==> src/rtl/cpu_pkg.sv <==
// Shared CPU definitions: bubble encoding, reset PC default, IF/ID bundle.
// The IF/ID bundle type is also consumed by the decode stage.
package cpu_pkg;

    localparam int unsigned XLEN      = 64;
    localparam int unsigned ILEN      = 32;
    localparam int unsigned CNT_W_DEF = 32;

    localparam logic [XLEN-1:0] RESET_PC_DEF  = 64'h0;
    localparam logic [ILEN-1:0] NOP_INSTR_DEF = 32'h8B1F_03FF;  // ADD XZR,XZR,XZR

    // IF/ID pipeline register payload
    typedef struct packed {
        logic            valid;
        logic [ILEN-1:0] instr;
        logic [XLEN-1:0] pc;
        logic [XLEN-1:0] pc_plus4;
    } ifid_t;

    // Reset/idle contents of the IF/ID register
    function automatic ifid_t ifid_reset_val(input logic [ILEN-1:0] nop);
        ifid_t r;
        r.valid    = 1'b0;
        r.instr    = nop;
        r.pc       = '0;
        r.pc_plus4 = '0;
        return r;
    endfunction

endpackage

==> src/rtl/big_adder64.sv <==
// 64-bit adder with carry in/out.
// Ports: a_i, b_i operands; cin_i carry in; sum_o 64-bit sum; cout_o carry out.
module Big_adder64 (
    input  logic [63:0] a_i,
    input  logic [63:0] b_i,
    input  logic        cin_i,
    output logic [63:0] sum_o,
    output logic        cout_o
);

    assign {cout_o, sum_o} = 65'(a_i) + 65'(b_i) + 65'(cin_i);

endmodule

==> src/rtl/fetch_stage_ifid_reg.sv <==
// IF/ID bundle register with priority reset > flush > hold(stall) > load.
// Ports: clk; reset sync active-high; flush_i insert bubble (pc fields hold);
//        stall_i hold contents; load_i bundle captured otherwise; q_o contents.
module ifid_reg
    import cpu_pkg::*;
#(
    parameter logic [ILEN-1:0] NOP_INSTR = NOP_INSTR_DEF
) (
    input  logic  clk,
    input  logic  reset,
    input  logic  flush_i,
    input  logic  stall_i,
    input  ifid_t load_i,
    output ifid_t q_o
);

    ifid_t ifid_q;
    ifid_t ifid_d;

    // Next-contents selection
    always_comb begin
        ifid_d = ifid_q;
        if (flush_i) begin
            ifid_d.valid = 1'b0;
            ifid_d.instr = NOP_INSTR;
        end else if (!stall_i) begin
            ifid_d = load_i;
        end
    end

    always_ff @(posedge clk) begin
        if (reset) begin
            ifid_q <= ifid_reset_val(NOP_INSTR);
        end else begin
            ifid_q <= ifid_d;
        end
    end

    assign q_o = ifid_q;

endmodule

==> src/rtl/reg64_en.sv <==
// 64-bit register with load enable, no reset of its own (reset is applied
// through d_i with the enable forced high by the owner).
// Ports: clk; en_i load enable; d_i next value; q_o current value.
module reg64_en (
    input  logic        clk,
    input  logic        en_i,
    input  logic [63:0] d_i,
    output logic [63:0] q_o
);

    logic [63:0] q_q;

    always_ff @(posedge clk) begin
        if (en_i) begin
            q_q <= d_i;
        end
    end

    assign q_o = q_q;

endmodule

==> src/rtl/fetch_stage.sv <==
// Instruction-fetch stage: owns the PC, drives imem address, fills IF/ID.
// Ports:
//   clk, reset            clock, synchronous active-high reset
//   stall                 hold PC and IF/ID this cycle
//   redirect_valid/_pc    taken branch: load target, flush IF/ID
//   imem_addr/imem_instr  combinational instruction memory interface
//   ifid_*                IF/ID register contents for decode
//   misalign_err          sticky flag for a redirect target with bits[1:0] != 0
//   fetch_count           instructions captured into IF/ID
//   flush_count           redirects accepted
module fetch_stage
    import cpu_pkg::*;
#(
    parameter logic [63:0] RESET_PC  = RESET_PC_DEF,
    parameter logic [31:0] NOP_INSTR = NOP_INSTR_DEF,
    parameter int unsigned CNT_W     = CNT_W_DEF
) (
    input  logic             clk,
    input  logic             reset,
    input  logic             stall,
    input  logic             redirect_valid,
    input  logic [63:0]      redirect_pc,
    output logic [63:0]      imem_addr,
    input  logic [31:0]      imem_instr,
    output logic             ifid_valid,
    output logic [31:0]      ifid_instr,
    output logic [63:0]      ifid_pc,
    output logic [63:0]      ifid_pc_plus4,
    output logic             misalign_err,
    output logic [CNT_W-1:0] fetch_count,
    output logic [CNT_W-1:0] flush_count
);

    logic [63:0] pc_q;
    logic [63:0] pc_d;
    logic        pc_en;
    logic [63:0] pc_plus4;
    logic        pc_plus4_cout_unused;

    logic             capture;
    logic             misalign_q;
    logic             misalign_d;
    logic [CNT_W-1:0] fetch_count_q;
    logic [CNT_W-1:0] fetch_count_d;
    logic [CNT_W-1:0] flush_count_q;
    logic [CNT_W-1:0] flush_count_d;

    ifid_t ifid_load;
    ifid_t ifid_q;

    // Sequential PC + 4; carry out is discarded so the PC wraps mod 2^64
    Big_adder64 u_pc_adder (
        .a_i    (pc_q),
        .b_i    (64'd4),
        .cin_i  (1'b0),
        .sum_o  (pc_plus4),
        .cout_o (pc_plus4_cout_unused)
    );

    // Next-PC: reset > redirect (word-aligned) > stall (enable low) > +4
    always_comb begin
        pc_en = ~stall | redirect_valid | reset;
        pc_d  = pc_plus4;
        if (reset) begin
            pc_d = RESET_PC;
        end else if (redirect_valid) begin
            pc_d = {redirect_pc[63:2], 2'b00};
        end
    end

    reg64_en u_pc_reg (
        .clk  (clk),
        .en_i (pc_en),
        .d_i  (pc_d),
        .q_o  (pc_q)
    );

    assign imem_addr = pc_q;

    // Bundle offered to IF/ID on a capture cycle
    always_comb begin
        ifid_load.valid    = 1'b1;
        ifid_load.instr    = imem_instr;
        ifid_load.pc       = pc_q;
        ifid_load.pc_plus4 = pc_plus4;
    end

    ifid_reg #(
        .NOP_INSTR (NOP_INSTR)
    ) u_ifid_reg (
        .clk     (clk),
        .reset   (reset),
        .flush_i (redirect_valid),
        .stall_i (stall),
        .load_i  (ifid_load),
        .q_o     (ifid_q)
    );

    assign ifid_valid    = ifid_q.valid;
    assign ifid_instr    = ifid_q.instr;
    assign ifid_pc       = ifid_q.pc;
    assign ifid_pc_plus4 = ifid_q.pc_plus4;

    // Sticky misalignment flag and event counters
    always_comb begin
        capture       = ~redirect_valid & ~stall;
        misalign_d    = misalign_q;
        fetch_count_d = fetch_count_q;
        flush_count_d = flush_count_q;
        if (redirect_valid) begin
            flush_count_d = flush_count_q + CNT_W'(1);
            if (redirect_pc[1:0] != 2'b00) begin
                misalign_d = 1'b1;
            end
        end
        if (capture) begin
            fetch_count_d = fetch_count_q + CNT_W'(1);
        end
    end

    always_ff @(posedge clk) begin
        if (reset) begin
            misalign_q    <= 1'b0;
            fetch_count_q <= '0;
            flush_count_q <= '0;
        end else begin
            misalign_q    <= misalign_d;
            fetch_count_q <= fetch_count_d;
            flush_count_q <= flush_count_d;
        end
    end

    assign misalign_err = misalign_q;
    assign fetch_count  = fetch_count_q;
    assign flush_count  = flush_count_q;

endmodule

==> config.mk <==
export PLATFORM = sky130hd
export DESIGN_NAME = fetch_stage
export DESIGN_NICKNAME = d
export VERILOG_FILES = /design/src/rtl/cpu_pkg.sv /design/src/rtl/big_adder64.sv /design/src/rtl/fetch_stage_ifid_reg.sv /design/src/rtl/reg64_en.sv /design/src/rtl/fetch_stage.sv
export SDC_FILE = /design/constraint.sdc
export NUM_CORES = 1
export LEC_CHECK = 0
export CAP_MARGIN = 20
export CORE_UTILIZATION = 43
export DETAILED_ROUTE_END_ITERATION = 10
export GPL_ROUTABILITY_DRIVEN = 1
export PLACE_DENSITY_LB_ADDON = 0.05
export SYNTH_ARGS = -nofsm -noshare
export SYNTH_HDL_FRONTEND = slang
export SYNTH_SLANG_ARGS = --single-unit
==> constraint.sdc <==
create_clock -name clk -period 3.6 [get_ports clk]
set_clock_uncertainty 0.1 [all_clocks]
set_input_delay 1.08 -clock clk [delete_from_list [all_inputs] [get_ports clk]]
set_output_delay 1.08 -clock clk [all_outputs]
set_load 0.005 [all_outputs]
==> impl_results.md <==
* Fin crit period at slightly below 3 ns
* Routed vias at around 12000
* DR WL/cell at approximately 18 µm
* Run status: finished, final reports clean
* Total Nets Final at around 1900
* # IOs at between 300 and 400
* Unrepaired setup endpoints after global routing: false
* Worst path arrival time at 1.77 ns
* Finished Layout Cells at 2184
* Post-route cell area at approximately 0.018 mm²
* Layout cells sized above 1 at between 4 and 5%
* Cts repair resizes at 0
* DP Area at ~0.017 mm²
* Placer congestion estimate at 0.797
* Clock sink count at around 280
* Synth-to-Final Area Change at 40.4%
* Hold Slack at around 0.35 ns
* Relative slew margins at 38.8%
* CTS tree: done
* First-pass GRT wire length at slightly above 60 mm
* Crit-path cells: clkdlybuf4s50_1
* Worst-path clk slew at about 0.060 ns
* Fmax at 0.339 GHz
* CTS Root Cell: clkbuf_16
* Final setup TNS at 0 ns
* GRT Overall Usage at 24.7%
* Ys async rst share at 0%
* DRT iter0 DRCs at 789
* Worst path bufs/invs at 1
* Full die area at ~0.03 mm²
* Pin count of the biggest net entering global routing at approximately 120
* Endpoints failing setup at 0
* Total power at between 7 and 8 mW
* Antenna-violating nets left at 0
* Synth area leaders: dfxtp_1 35%, edfxtp_1 15%, nand2_1 6.2%, nor2_1 5.3%, mux2i_1 4.2%
* Worst slack, placed at 0.603 ns
* Overflow left after global routing at 0
* Hold violation count in the final report at 0
* Crit path max-delay family: buffers and inverters
* Syn. warnings at 0
* FP Rows at 62
* CP required at 2.42 ns
* Class of the worst hold path: flip-flop to flip-flop
* Top FF cell, synth: dfxtp_1
* # hold bufs at CTS at 0
* Post-placement cell count at about 2100
* Fill count at approximately 2600
* Number of global-route vias before repair at approximately 11000
* Layout Utilization at 62.0%
* Worst-Margin Slew at a little over 0.9 ns
* Initial DRT Pass Iterations at 5
* Initial antenna violation count at 1
* Residual DRC count at 0
* FF-to-FF setup slack at 0.76 ns
* Via density at 5.40
* Critical-path maximum fanout at 12
* Die Wd at roughly 170 µm
* Chip height at 174 µm
* # Max-Cap Violations at 0
* Final slew viol count at 0
* Slowest stage delay, CP at between 0.6 and 0.7 ns
* Register area share after synthesis at between 40 and 50%
* Final Routed Wirelength at between 30 and 40 mm
* Syn Inst Count at 1434
* Synth area leader: dfxtp_1
* #FFs+latches synth at between 200 and 300
* WS Path Type: flip-flop to output pin
* Detailed Place HPWL at roughly 27 mm
* Post-synth top area share at 34.8%
* Core Area at 0.0289 mm²
* Maximum root-to-sink buffer count at 3
* Critical path's slowest cell: clkdlybuf4s50_1
* Mapped cell area at 0.0128 mm²
* Leak Pwr at ~6.5 nW
* Port bufs at 383
* Startpoint type of the worst setup path: flip-flop
* Clk Latency, worst-skew pair at ~0.55 ns
* Setup ws final at ~0.65 ns
* Maximum VDD drop at roughly 0.28 mV
* H-tree depth at 1
* Synth cell types at between 40 and 50
* CTS buffer count at 31
* Post-CTS Setup Bufs at 0
* Initial Util at between 40% and 50%
* Avg Cell Area, Syn at around 8.9 µm²
* P per Cell Area at 428 mW/mm²
* Fin crit share at around four fifths
* Post-synth EDFFs at 62
* Crit. End Element: output pin
## cell usage in the layout (no fill, tap or decap), drive strengths merged, types with 2 or more instances in the layout
master / count
clkdlybuf4s50: 380
dfxtp: 222
nand2: 210
nor2: 180
a21oi: 96
a211oi: 64
edfxtp: 62
xor2: 54
mux2i: 54
nand4: 53
nand3: 52
clkbuf: 47
nor4: 46
xnor2: 32
buf: 27
and3: 24
nor3: 24
a22oi: 19
and4: 18
or3: 18
o21ai: 15
inv: 15
nor3b: 14
and2: 9
o31a: 9
clkinv: 9
or4: 7
o21bai: 7
a311oi: 6
conb: 6
ha: 3
or2: 3
nor4b: 2
a2111oi: 2
a31oi: 2
a32oi: 2
bufinv: 2
## logic make-up (layout without fill, tap and decap cells)
| family | Yosys count | in the layout | synth area share, % |
|---|---|---|---|
| compound gates | 224 | 224 | 11.2 |
| xor+xnor | 86 | 86 | 5.90 |
| fa+ha+maj | 3 | 3 | 0.294 |
| buf+inv | 120 | 480 | 3.79 |
| flops | 284 | 284 | 49.4 |
| mux | 54 | 54 | 4.23 |
| other cells | 1 | 7 | 0.0294 |
| simple gates | 662 | 662 | 25.2 |
## final cells by class
type | instances | area, µm² | share of cell area, %
Antenna cell | 1 | 2.50 | 0.0140
Clock buffer | 46 | 892 | 4.97
Clock inverter | 11 | 101 | 0.565
Inverter | 15 | 56.3 | 0.314
Multi-Input combinational cell | 1035 | 6020 | 33.6
Sequential cell | 284 | 6310 | 35.2
Tap cell | 384 | 480 | 2.68
Timing Repair Buffer | 408 | 4080 | 22.7
## flip-flops by register name, indices dropped and copies added (netlist names)
register,cells
flush_count,32
u_pc_reg.q_o,62
misalign_err,1
u_ifid_reg.q_o,157
fetch_count,32
## synth_stat cells, types with 2 or more instances
cell type,number
or3_1,18
ha_1,3
a311oi_1,6
a21oi_1,96
o21ai_0,15
nor3b_1,14
clkbuf_1,82
nand4_1,50
nand3_1,52
nor4_2,3
edfxtp_1,62
inv_1,15
a2111oi_0,2
a211oi_1,64
or4_1,7
o31a_1,9
dfxtp_1,222
buf_2,6
nor3_2,2
a31oi_1,2
xor2_1,54
nor2_1,180
o21bai_1,7
nor4b_1,2
and4_1,18
buf_4,7
a22oi_1,19
xnor2_1,32
nand4_2,2
or2_2,3
mux2i_1,54
a32oi_1,2
buf_1,10
nor4_1,42
and2_1,9
nand2_1,210
nor3_1,22
and3_1,24
## power by group
group / internal [mW] / switching [mW] / total [mW]
Sequential: 3.43 / 0.196 / 3.63
Clock: 1.84 / 1.27 / 3.11
Combinational: 0.523 / 0.419 / 0.943
## path summary, 6_finish.rpt
kind / from / to / depth (start not counted)
hold / removal: u_ifid_reg.q_o[79] / u_ifid_reg.q_o[79] / 2
hold reg to reg: u_ifid_reg.q_o[79] / u_ifid_reg.q_o[79] / 2
setup reg to reg: u_pc_reg.q_o[2] / u_pc_reg.q_o[50] / 6
setup / recovery: u_pc_reg.q_o[51] / imem_addr[51] / 1
## layer usage
metal / vias to the layer above / wire, µm / part of all wire, % / track usage [%]
met5: - / 0 / 0 / 0
met4: 0 / 911 / 2.3 / 6.58
met3: 54 / 2660 / 6.8 / 5.07
met2: 368 / 18700 / 48 / 41.6
met1: 5592 / 16900 / 43 / 32.0
li1: 5779 / - / - / -
No activity file was read; power rests on OpenSTA's default activity.
